<file path="src/rtl/dsm_pkg.sv">
// Types and widths shared across the DSM transmit chain.
// The step word layout is fixed by the NCO phase accumulator: 8 integer bits and 24 fractional bits.
package dsm_pkg;

    localparam int ACC_FRAC_WIDTH_DEF = 24;
    localparam int ACC_INT_WIDTH_DEF  = 8;
    localparam int STEP_W             = ACC_FRAC_WIDTH_DEF + ACC_INT_WIDTH_DEF;

    typedef enum logic [2:0] {
        IDLE,
        EMIT,
        DWELL,
        ADVANCE,
        FINISH
    } sweep_state_e;

    typedef logic [STEP_W-1:0] step_t;

endpackage

</file>
<file path="src/rtl/sweep_dwell_timer.sv">
// Loadable down-counter that flags when it reaches zero.
// Latency: a load or decrement shows up on zero one cycle later.
// Backpressure: none; it counts only when dec is asserted.
module sweep_dwell_timer #(
    parameter int WIDTH = 16
) (
    input  logic             aclk,
    input  logic             arst,
    input  logic             load,
    input  logic [WIDTH-1:0] load_val,
    input  logic             dec,
    output logic             zero
);

    logic [WIDTH-1:0] cnt;

    always_ff @(posedge aclk or posedge arst) begin
        if (arst) begin
            cnt <= '0;
        end else if (load) begin
            cnt <= load_val;
        end else if (dec && (cnt != '0)) begin
            cnt <= cnt - WIDTH'(1);
        end
    end

    assign zero = (cnt == '0);

endmodule

</file>
<file path="src/rtl/nco_sweep_gen.sv">
// Frequency-sweep sequencer that feeds NCO phase-step words (start..stop by delta, with dwell); NCO_SWEEP_TRIANGLE_EN selects a triangular sweep.
// Latency: the first word is valid 1 cycle after start; with tready high, each following word is valid dwell+2 cycles after a handshake.
// Backpressure: a word is held stable until tready; abort may withdraw tvalid without a handshake.
module nco_sweep_gen
    import dsm_pkg::*;
#(
    parameter int ACC_FRAC_WIDTH = 24,
    parameter int ACC_INT_WIDTH  = 8,
    parameter int DWELL_WIDTH    = 16
) (
    input  logic                                    aclk,
    input  logic                                    arst,
    input  logic [ACC_FRAC_WIDTH+ACC_INT_WIDTH-1:0] cfg_start_step,
    input  logic [ACC_FRAC_WIDTH+ACC_INT_WIDTH-1:0] cfg_stop_step,
    input  logic [ACC_FRAC_WIDTH+ACC_INT_WIDTH-1:0] cfg_delta,
    input  logic [DWELL_WIDTH-1:0]                  cfg_dwell,
    input  logic                                    cfg_repeat,
    input  logic                                    start,
    input  logic                                    abort,
    output logic [ACC_FRAC_WIDTH+ACC_INT_WIDTH-1:0] m_axis_data_tdata,
    output logic                                    m_axis_data_tvalid,
    input  logic                                    m_axis_data_tready,
    output logic                                    busy,
    output logic                                    done
);

    localparam int W = ACC_FRAC_WIDTH + ACC_INT_WIDTH;

    sweep_state_e           state_q, state_d;
    logic [W-1:0]           cur_q, cur_d;
    logic [W-1:0]           start_q, stop_q, delta_q;
    logic [DWELL_WIDTH-1:0] dwell_q;
    logic                   repeat_q;
    logic                   latch_cfg, tmr_load, tmr_dec, tmr_zero;
    logic                   tvalid_q, busy_q, done_q;
    logic [W:0]             up_sum;
    logic [W-1:0]           up_next;

    // The extra top bit catches wrap-around so the sweep saturates at stop instead.
    assign up_sum  = {1'b0, cur_q} + {1'b0, delta_q};
    assign up_next = (up_sum[W] || (up_sum[W-1:0] > stop_q)) ? stop_q : up_sum[W-1:0];

`ifdef NCO_SWEEP_TRIANGLE_EN
    logic         dir_q, dir_d;
    logic [W:0]   dn_diff, rs_sum;
    logic [W-1:0] dn_next, rs_next;

    assign dn_diff = {1'b0, cur_q} - {1'b0, delta_q};
    assign dn_next = (dn_diff[W] || (dn_diff[W-1:0] < start_q)) ? start_q : dn_diff[W-1:0];
    // A repeat resumes the ascent one step above start; start was just emitted at the bottom.
    assign rs_sum  = {1'b0, start_q} + {1'b0, delta_q};
    assign rs_next = (rs_sum[W] || (rs_sum[W-1:0] > stop_q)) ? stop_q : rs_sum[W-1:0];
`endif

    always_comb begin
        state_d   = state_q;
        cur_d     = cur_q;
        latch_cfg = 1'b0;
        tmr_load  = 1'b0;
        tmr_dec   = 1'b0;
`ifdef NCO_SWEEP_TRIANGLE_EN
        dir_d     = dir_q;
`endif
        case (state_q)
            IDLE: begin
                if (start && !abort) begin
                    latch_cfg = 1'b1;
                    cur_d     = cfg_start_step;
                    state_d   = EMIT;
`ifdef NCO_SWEEP_TRIANGLE_EN
                    dir_d     = 1'b0;
`endif
                end
            end
            EMIT: begin
                if (m_axis_data_tready) begin
                    if (dwell_q == '0) begin
                        state_d = ADVANCE;
                    end else begin
                        state_d  = DWELL;
                        tmr_load = 1'b1;
                    end
                end
            end
            DWELL: begin
                if (tmr_zero) begin
                    state_d = ADVANCE;
                end else begin
                    tmr_dec = 1'b1;
                end
            end
            ADVANCE: begin
                state_d = EMIT;
`ifdef NCO_SWEEP_TRIANGLE_EN
                if ((delta_q == '0) || ((cur_q >= stop_q) && (cur_q <= start_q)) ||
                    (dir_q && (cur_q <= start_q))) begin
                    if (repeat_q) begin
                        dir_d = 1'b0;
                        cur_d = dir_q ? rs_next : start_q;
                    end else begin
                        state_d = FINISH;
                    end
                end else if (!dir_q && (cur_q < stop_q)) begin
                    cur_d = up_next;
                end else begin
                    dir_d = 1'b1;
                    cur_d = dn_next;
                end
`else
                if ((cur_q >= stop_q) || (delta_q == '0)) begin
                    if (repeat_q) begin
                        cur_d = start_q;
                    end else begin
                        state_d = FINISH;
                    end
                end else begin
                    cur_d = up_next;
                end
`endif
            end
            FINISH:  state_d = IDLE;
            default: state_d = IDLE;
        endcase
        if (abort && (state_q != IDLE)) begin
            state_d = IDLE;
        end
    end

    // Loaded with dwell-1 so that DWELL occupies exactly dwell cycles before reaching zero.
    sweep_dwell_timer #(
        .WIDTH(DWELL_WIDTH)
    ) u_dwell (
        .aclk    (aclk),
        .arst    (arst),
        .load    (tmr_load),
        .load_val(dwell_q - DWELL_WIDTH'(1)),
        .dec     (tmr_dec),
        .zero    (tmr_zero)
    );

    always_ff @(posedge aclk or posedge arst) begin
        if (arst) begin
            state_q  <= IDLE;
            cur_q    <= '0;
            start_q  <= '0;
            stop_q   <= '0;
            delta_q  <= '0;
            dwell_q  <= '0;
            repeat_q <= 1'b0;
            tvalid_q <= 1'b0;
            busy_q   <= 1'b0;
            done_q   <= 1'b0;
`ifdef NCO_SWEEP_TRIANGLE_EN
            dir_q    <= 1'b0;
`endif
        end else begin
            state_q  <= state_d;
            cur_q    <= cur_d;
            tvalid_q <= (state_d == EMIT);
            busy_q   <= (state_d != IDLE);
            done_q   <= (state_d == FINISH);
`ifdef NCO_SWEEP_TRIANGLE_EN
            dir_q    <= dir_d;
`endif
            if (latch_cfg) begin
                start_q  <= cfg_start_step;
                stop_q   <= cfg_stop_step;
                delta_q  <= cfg_delta;
                dwell_q  <= cfg_dwell;
                repeat_q <= cfg_repeat;
            end
        end
    end

    assign m_axis_data_tdata  = cur_q;
    assign m_axis_data_tvalid = tvalid_q;
    assign busy               = busy_q;
    assign done               = done_q;

endmodule

</file>
<file path="config.mk">
export PLATFORM = sky130hd
export DESIGN_NAME = nco_sweep_gen
export DESIGN_NICKNAME = d
export VERILOG_FILES = /design/src/rtl/dsm_pkg.sv /design/src/rtl/sweep_dwell_timer.sv /design/src/rtl/nco_sweep_gen.sv
export SDC_FILE = /design/constraint.sdc
export NUM_CORES = 1
export LEC_CHECK = 0
export ABC_CLOCK_PERIOD_IN_PS = 5990
export BUFFER_PORTS_ARGS = -buffer_cell sky130_fd_sc_hd__buf_2
export CAP_MARGIN = 20
export CELL_PAD_IN_SITES_DETAIL_PLACEMENT = 1
export CELL_PAD_IN_SITES_GLOBAL_PLACEMENT = 1
export CORE_ASPECT_RATIO = 1.5
export CORE_MARGIN = 1.5
export CORE_UTILIZATION = 35
export DETAILED_ROUTE_END_ITERATION = 8
export GPL_TIMING_DRIVEN = 0
export MAX_ROUTING_LAYER = met4
export PLACE_DENSITY_LB_ADDON = 0.1
export SYNTH_ARGS = -nofsm -noshare
export SYNTH_HDL_FRONTEND = slang
export SYNTH_HIERARCHICAL = 1
export SYNTH_SLANG_ARGS = --single-unit
</file>
<file path="constraint.sdc">
create_clock -name aclk -period 5.99 [get_ports aclk]
set_input_delay 0.2995 -clock aclk [delete_from_list [all_inputs] [get_ports aclk]]
set_output_delay 0.2995 -clock aclk [all_outputs]
set_load 0.01 [all_outputs]
</file>
==> metrics.txt, run 1 <==
Gate power share=63.6%; Internal Dissipation=4.695 mW; antenna violations before repair=0; hpwl dp=29910 um; total routing resource utilization after global routing=25.29%; CTS H-Tree Depth=4; unique cell type count in the Yosys netlist=74; hold crit path type=in2reg; Clock Power Share=12.7%; routed len/inst=20.51 um; mean area per synthesized cell=8.640 um^2; worst relative slew slack=35.93%; Rows=78; proportion of total power due to net switching=48.56%; Pleak=6.342 nW; arrival time worst endpoint=5990 ps; worst slack at placement=-342.1 ps; result of the run=completed; area of the die=0.03214 mm^2; Antenna Diode Count=0; clock tree from TritonCTS=done; number of failing hold endpoints at the final stage=0; Slew Limit Fails=0; Worst Setup Path Type=reg2reg; RSZ-0062 raised after global routing=false; worst-case vdd ir drop=301.7 uV; switching component of the power=4.433 mW; post-route worst setup slack=312.4 ps; total of warnings raised by yosys=6; number of flip-flops and latches in the synthesized netlist=167; fraction of layout cells with a size suffix above 1=16.37%; most congested layer reported by global routing=met2; Core Box Area=0.03045 mm^2; ratio of final minimum period to clock period=94.78%; Die Span Y=218.8 um; Cell Count, Final, Fillers Out=1848; element type at the critical path start=register; portion of total power attributed to sequential cells=23.7%; Worst-Margin Slew=961.0 ps; top area cells in the synthesized netlist=sky130_fd_sc_hd__dfrtp_1, sky130_fd_sc_hd__nand2_1, sky130_fd_sc_hd__ha_1; GRT overflow=0; last weighted congestion value of the routability-driven placer=0.8707; syn nets=1475; starting density of the core=35.70%; total I/O pin count=153; global-route wire length before repair=59860 um; cell area after technology mapping=0.01087 mm^2; final wirelength=37900 um; commonest register cell after synthesis=sky130_fd_sc_hd__dfrtp_1; Clock Skews=11.30 ps; power density of the placed cells=711.7 mW/mm^2; CP Data Required Time=6300 ps; Num CTS Buffers=17; PortBufs=152; library cell occupying the most area in the post-synthesis netlist=sky130_fd_sc_hd__dfrtp_1; Fmax=176.1 MHz; endpoint kind of the worst setup timing path=register; global-route track usage on met2=45.49%; Post-synth ARST share=100.0%; count of flip-flops with a built-in enable after synthesis=0; Antenna Nets Post-Route=0; clock transition at the registers of the reported paths=80 ps; routed via count=9965; # Max-Cap Violations=0; met1 GRT Util=28.88%; pin count of the biggest net entering global routing=111; Worst Path Max Fanout=10; proportion of netlist area held by the largest area contributor=38.45%; horizontal extent of the die=146.9 um; starting DRC count in detailed routing=361; Final Net Count=1652; number of global-route vias before repair=10.46k; clock insertion delay at the later pin of the skew report=470 ps; fraction of the yosys area taken by sequential cells=38.45%; drt first pass iters=5; number of instances in the synthesized netlist=1258; DR vias/cell=5.392; number of endpoints failing setup at the final stage=0; Sum Neg Setup Slack=0 ps; Sink Count=167; GR Util met3=2.474%; growth of design area from synthesis to finish=18.00%; dpl cells=1812; clock period minus final worst setup slack=5678 ps; total DRC errors in the routed layout=0; buffers from clock root to sink, at most=2; library cell used as clock root buffer=sky130_fd_sc_hd__clkbuf_16
[through the flow]
stage	hold WS [ps]	area, um^2	power (mW)	utilization (%)
floorplan	213.2	10870	6.054	-
global placement	447.2	12130	7.713	39.84
detailed placement	320.5	12170	7.863	39.97
CTS	6.381	12790	9.124	42.01
global route	29.89	12830	9.930	42.12
finish	25.03	12830	9.129	42.12
[final timing paths]
path | from | endpoint | slack, ps | cells after the start
hold reg to reg | start_q[16] | start_q[16] | 480 | 2
max in group asynchronous | arst | stop_q[3] | 4740 | 4
setup / recovery | m_axis_data_tdata[0] | m_axis_data_tdata[23] | 310 | 20
setup reg to reg | m_axis_data_tdata[0] | m_axis_data_tdata[23] | 310 | 20
hold / removal | cfg_delta[1] | delta_q[1] | 30 | 3
min in group asynchronous | arst | dwell_q[2] | 390 | 3
[placed cells by master, fill, tap and decap left out, drive strengths merged, types with 5 or more instances in the layout]
cell type and instances:
a211o 5, a211oi 11, a21o 33, a21oi 57
a222oi 7, a22oi 20, a31oi 16, and2 6
and3 6, buf 172, clkbuf 62, dfrtp 167
ha 98, inv 58, mux2 18, mux2i 26
nand2 327, nand2b 5, nand3 16, nand4 26
nor2 45, nor2b 6, nor3 16, nor4 14
o211ai 7, o21a 7, o21ai 84, o221ai 6
o31ai 9, or3 7, or4 9, xnor2 22
xor2 22
[metal layers]
layer / share of wire, % / wire length, um
met1: 41 / 15520
met2: 53 / 20050
met3: 3.2 / 1217
met4: 2.9 / 1117
met5: 0 / 0
[kinds of logic (layout without fill, tap and decap cells)]
kind of cell / count (synthesis) / after routing / share of synthesized area, %
AOI/OAI and AO/OA: 291 / 291 / 17.68
xor gates and xnor gates: 44 / 44 / 3.545
adders and majority gates: 99 / 99 / 11.47
muxes: 44 / 44 / 4.259
and+or+nand+nor: 502 / 502 / 20.67
DFF: 167 / 167 / 38.45
buffers and inverters: 111 / 301 / 3.925
[synthesized netlist by cell type, drive strengths merged (16+ instances only)]
library cell / n
a21o: 33
a21oi: 57
a22oi: 20
a31oi: 16
clkbuf: 42
dfrtp: 167
ha: 98
inv: 54
mux2: 18
mux2i: 26
nand2: 327
nand3: 16
nand4: 26
nor2: 45
nor3: 16
o21ai: 84
xnor2: 22
xor2: 22
[final cells by class]
cell class,count,area (um^2)
sequential,167,4179
timing repair buffer,158,825.8
tap,400,500.5
fill,3708,17620
clock buffer,20,456.7
inverter,54,210.2
multi-input combinational,980,6286
clock inverter,12,141.4
buffer,57,226.5
[state kept, by name, indices dropped and copies added (netlist names)]
register            count
delta_q                32
m_axis_data_tdata      32
start_q                32
stop_q                 32
dwell_q                16
u_dwell/cnt            16
state_q                 3
busy                    1
done                    1
m_axis_data_tvalid      1
repeat_q                1
[power by group through the flow]
stage          Combinational, mW  Sequential (mW)  Clock (mW)
4_1_cts                     5.76             2.17        1.19
2_1_floorplan               4.03             2.03           0
5_1_grt                     6.47             2.23        1.22
3_5_place_dp                5.68             2.19           0
3_3_place_gp                5.54             2.18           0
6_report                    5.80             2.16        1.16
[critical path, cell delays in order (launching register included)]
cell and delay (ps):
sky130_fd_sc_hd__dfrtp_1 430, sky130_fd_sc_hd__ha_1 250, sky130_fd_sc_hd__fa_1 440, sky130_fd_sc_hd__a211oi_2 250
sky130_fd_sc_hd__o21ai_1 180, sky130_fd_sc_hd__a21oi_4 270, sky130_fd_sc_hd__o2111ai_1 250, sky130_fd_sc_hd__a32oi_1 300
sky130_fd_sc_hd__mux2_2 380, sky130_fd_sc_hd__a221oi_2 330, sky130_fd_sc_hd__ha_1 340, sky130_fd_sc_hd__nand4_1 180
sky130_fd_sc_hd__inv_1 60, sky130_fd_sc_hd__a221oi_1 360, sky130_fd_sc_hd__o31ai_1 130, sky130_fd_sc_hd__a2bb2oi_1 190
sky130_fd_sc_hd__o211ai_1 260, sky130_fd_sc_hd__buf_4 300, sky130_fd_sc_hd__buf_2 230, sky130_fd_sc_hd__o21ai_0 260
sky130_fd_sc_hd__a31oi_1 120
[what timing repair did]
action	4_1_cts	5_1_grt
setup buffers	0	3
setup endpoints to repair	29	29
gates resized for setup	3	3
hold buffers	1	0
endpoints found under the hold margin	57	0
Note: power is estimated with default switching activity, not from simulation.
==> run 2: changes to the inputs <==
CORE_ASPECT_RATIO = unset   (was 1.5)
==> run 2 against run 1 <==
Compared with the run above: cell count shrank 0.22%; combinational power about the same; critical endpoint unchanged; largest power group unchanged; total power up 0.86%; core utilization is 0.11 points lower.
==> metrics.txt, run 2 (same netlist as run 1, synthesis figures left out) <==
library cell used as clock root buffer=sky130_fd_sc_hd__clkbuf_16; drt first pass iters=5 (unchanged); Rows=64 (-18%); growth of design area from synthesis to finish=18.25%; critical hold path startpoint=cfg_delta[10]; total DRC errors in the routed layout=0 (unchanged); Fmax=178.4 MHz (+1.3%); hpwl dp=29550 um (-1.2%); hold crit path type=in2reg; worst slack at placement=-186.5 ps (+155.6 ps); switching component of the power=4.493 mW (+1.4%); clock insertion delay at the later pin of the skew report=450 ps (-20 ps); Worst Setup Path Type=reg2reg; global-route wire length before repair=59950 um (+0.15%); PortBufs=152 (unchanged); GRT overflow=0 (unchanged); number of failing hold endpoints at the final stage=0 (unchanged); DR vias/cell=5.430 (+0.69%); RSZ-0062 raised after global routing=false; number of endpoints failing setup at the final stage=0 (unchanged); total I/O pin count=153 (unchanged); total routing resource utilization after global routing=25.61% (+0.32 points); routed len/inst=20.80 um (+1.4%); Worst Path Max Fanout=10 (unchanged); buffers from clock root to sink, at most=2 (unchanged); Gate power share=63.4% (-0.2 points); last weighted congestion value of the routability-driven placer=0.8695 (-0.14%); Post-Route Utilization=42.02% (-0.11 points); area of placed instances=0.01216 mm^2 (about the same); Clock Power Share=13.0% (+0.3 points); commonest cells after routing, fill and taps aside=sky130_fd_sc_hd__nand2_1, sky130_fd_sc_hd__dfrtp_1, sky130_fd_sc_hd__buf_2, sky130_fd_sc_hd__ha_1, sky130_fd_sc_hd__o21ai_0; # Max-Cap Violations=0 (unchanged); Core Box Area=0.03059 mm^2 (+0.46%); Slew Limit Fails=0 (unchanged); clock transition at the registers of the reported paths=70 ps (about the same); portion of total power attributed to sequential cells=23.7% (about the same); element type at the critical path start=register; Pleak=6.355 nW (+0.20%); endpoint kind of the worst setup timing path=register; reg-to-reg slack, setup=390 ps (+70 ps); Reg2Reg Launch Point=m_axis_data_tdata[0]; CTS H-Tree Depth=4 (unchanged); Antenna Diode Count=0 (unchanged); Clock Skews=10.81 ps (-0.4865 ps); antenna violations before repair=1 (+1); routed via count=10.01k (+0.47%); final wirelength=38350 um (+1.2%); worst reg-to-reg path cell count=20 (unchanged); horizontal extent of the die=179.2 um (+22%); arrival time worst endpoint=5890 ps (-100 ps); result of the run=completed; CP Data Required Time=6280 ps (-20 ps); Num CTS Buffers=17 (unchanged); post-route worst setup slack=385.1 ps (+72.63 ps); clock tree from TritonCTS=done; fraction of layout cells with a size suffix above 1=16.64% (+0.28 points); Internal Dissipation=4.714 mW (+0.39%); power density of the placed cells=716.4 mW/mm^2 (+0.65%); Antenna Nets Post-Route=0 (unchanged); worst reg2reg path endpoint=m_axis_data_tdata[23]; Worst-Margin Slew=941.6 ps (-19.40 ps); Hold Path Sink=delta_q[10]; worst hold margin=35.22 ps (+10.19 ps); proportion of total power due to net switching=48.80% (+0.24 points); area of the die=0.03212 mm^2 (about the same); ratio of final minimum period to clock period=93.57% (-1.2 points); worst-case vdd ir drop=345.3 uV (+14%); worst relative slew slack=37.23% (+1.3 points); Die Span Y=179.2 um (-18%); Final Net Count=1652 (unchanged); starting DRC count in detailed routing=563 (+56%); clock period minus final worst setup slack=5605 ps (-72.63 ps); starting density of the core=35.53% (-0.16 points); pin count of the biggest net entering global routing=111 (unchanged); number of global-route vias before repair=10.56k (+0.95%); commonest non-fill, non-tap cell in the layout=sky130_fd_sc_hd__nand2_1; cell count of the worst hold path=3 (unchanged); Sink Count=167 (unchanged); Final Cell Area=0.01285 mm^2 (+0.20%)
## run 2: cell types whose count changed in the layout (fill, tap and decap cells not counted), sizes merged
cell	previous run	this run
bufinv	2	3
clkinvlp	4	3
clkinv	2	5
clkbuf	62	59
## run 2: stage by stage
| step | std cells | setup TNS, ps | total power [mW] |
|---|---|---|---|
| 2_1_floorplan | 1258 | 0 | 6.054 |
| 5_1_grt | 1844 | 0 | 10.04 |
| 6_report | 1844 | 0 | 9.207 |
| 3_5_place_dp | 1807 | -2100 | 7.837 |
| 4_1_cts | 1842 | 0 | 9.195 |
| 3_3_place_gp | 1806 | -110840 | 7.692 |
## run 2: worst max-delay path by stage
stage / to / slack, ps / cells after the start / from
after floorplan: m_axis_data_tdata[20] / 1310 / 19 / m_axis_data_tdata[0]
after global placement: m_axis_data_tdata[13] / -740 / 2 / arst
after detailed placement: m_axis_data_tdata[20] / -190 / 19 / m_axis_data_tdata[0]
after CTS: m_axis_data_tdata[23] / 100 / 20 / m_axis_data_tdata[0]
after global routing: m_axis_data_tdata[23] / 50 / 20 / m_axis_data_tdata[0]
final: m_axis_data_tdata[23] / 390 / 20 / m_axis_data_tdata[0]
## run 2: layout make-up
cell class,count,area (um^2)
Buffer,57,226.5
Clock buffer,17,425.4
Clock inverter,15,193.9
Fill cell,3675,17740
Inverter,54,210.2
Multi-Input combinational cell,980,6296
Sequential cell,167,4179
Tap cell,396,495.5
Timing Repair Buffer,158,825.8
## run 2: power groups by stage
stage               clock network [mW]  registers (mW)  logic, mW
floorplan                            0            2.03       4.03
global placement                     0            2.18       5.52
detailed placement                   0            2.19       5.65
CTS                               1.22            2.18       5.79
global route                      1.26            2.25       6.53
finish                            1.20            2.18       5.83
## run 2: timing repair
item                                    in CTS  in global routing
hold endpoints to repair                    41                  0
pin swaps                                    1                  2
buffers inserted                             2                  1
endpoints found under the setup margin      29                 32
resized for setup                            2                  7
hold buffers                                 1                  0
## run 2: routing by layer
metal	wire length, um	track usage (%)
met1	18750	34.42
met2	17730	40.70
met3	1229	3.414
met4	641	6.577
met5	0	-
## run 2: critical path, cell delays in order, from the launching register on
cell and delay (ps):
sky130_fd_sc_hd__dfrtp_1 430, sky130_fd_sc_hd__ha_1 270, sky130_fd_sc_hd__fa_1 450, sky130_fd_sc_hd__a211oi_2 240
sky130_fd_sc_hd__o21ai_1 180, sky130_fd_sc_hd__a21oi_2 350, sky130_fd_sc_hd__o2111ai_2 220, sky130_fd_sc_hd__a32oi_1 290
sky130_fd_sc_hd__mux2_2 370, sky130_fd_sc_hd__a221oi_2 280, sky130_fd_sc_hd__ha_1 340, sky130_fd_sc_hd__a21oi_1 210
sky130_fd_sc_hd__nand2_1 90, sky130_fd_sc_hd__a221oi_1 270, sky130_fd_sc_hd__o31ai_1 120, sky130_fd_sc_hd__a2bb2oi_1 190
sky130_fd_sc_hd__o211ai_1 240, sky130_fd_sc_hd__buf_4 280, sky130_fd_sc_hd__buf_2 230, sky130_fd_sc_hd__o21ai_0 290
sky130_fd_sc_hd__a31oi_1 120
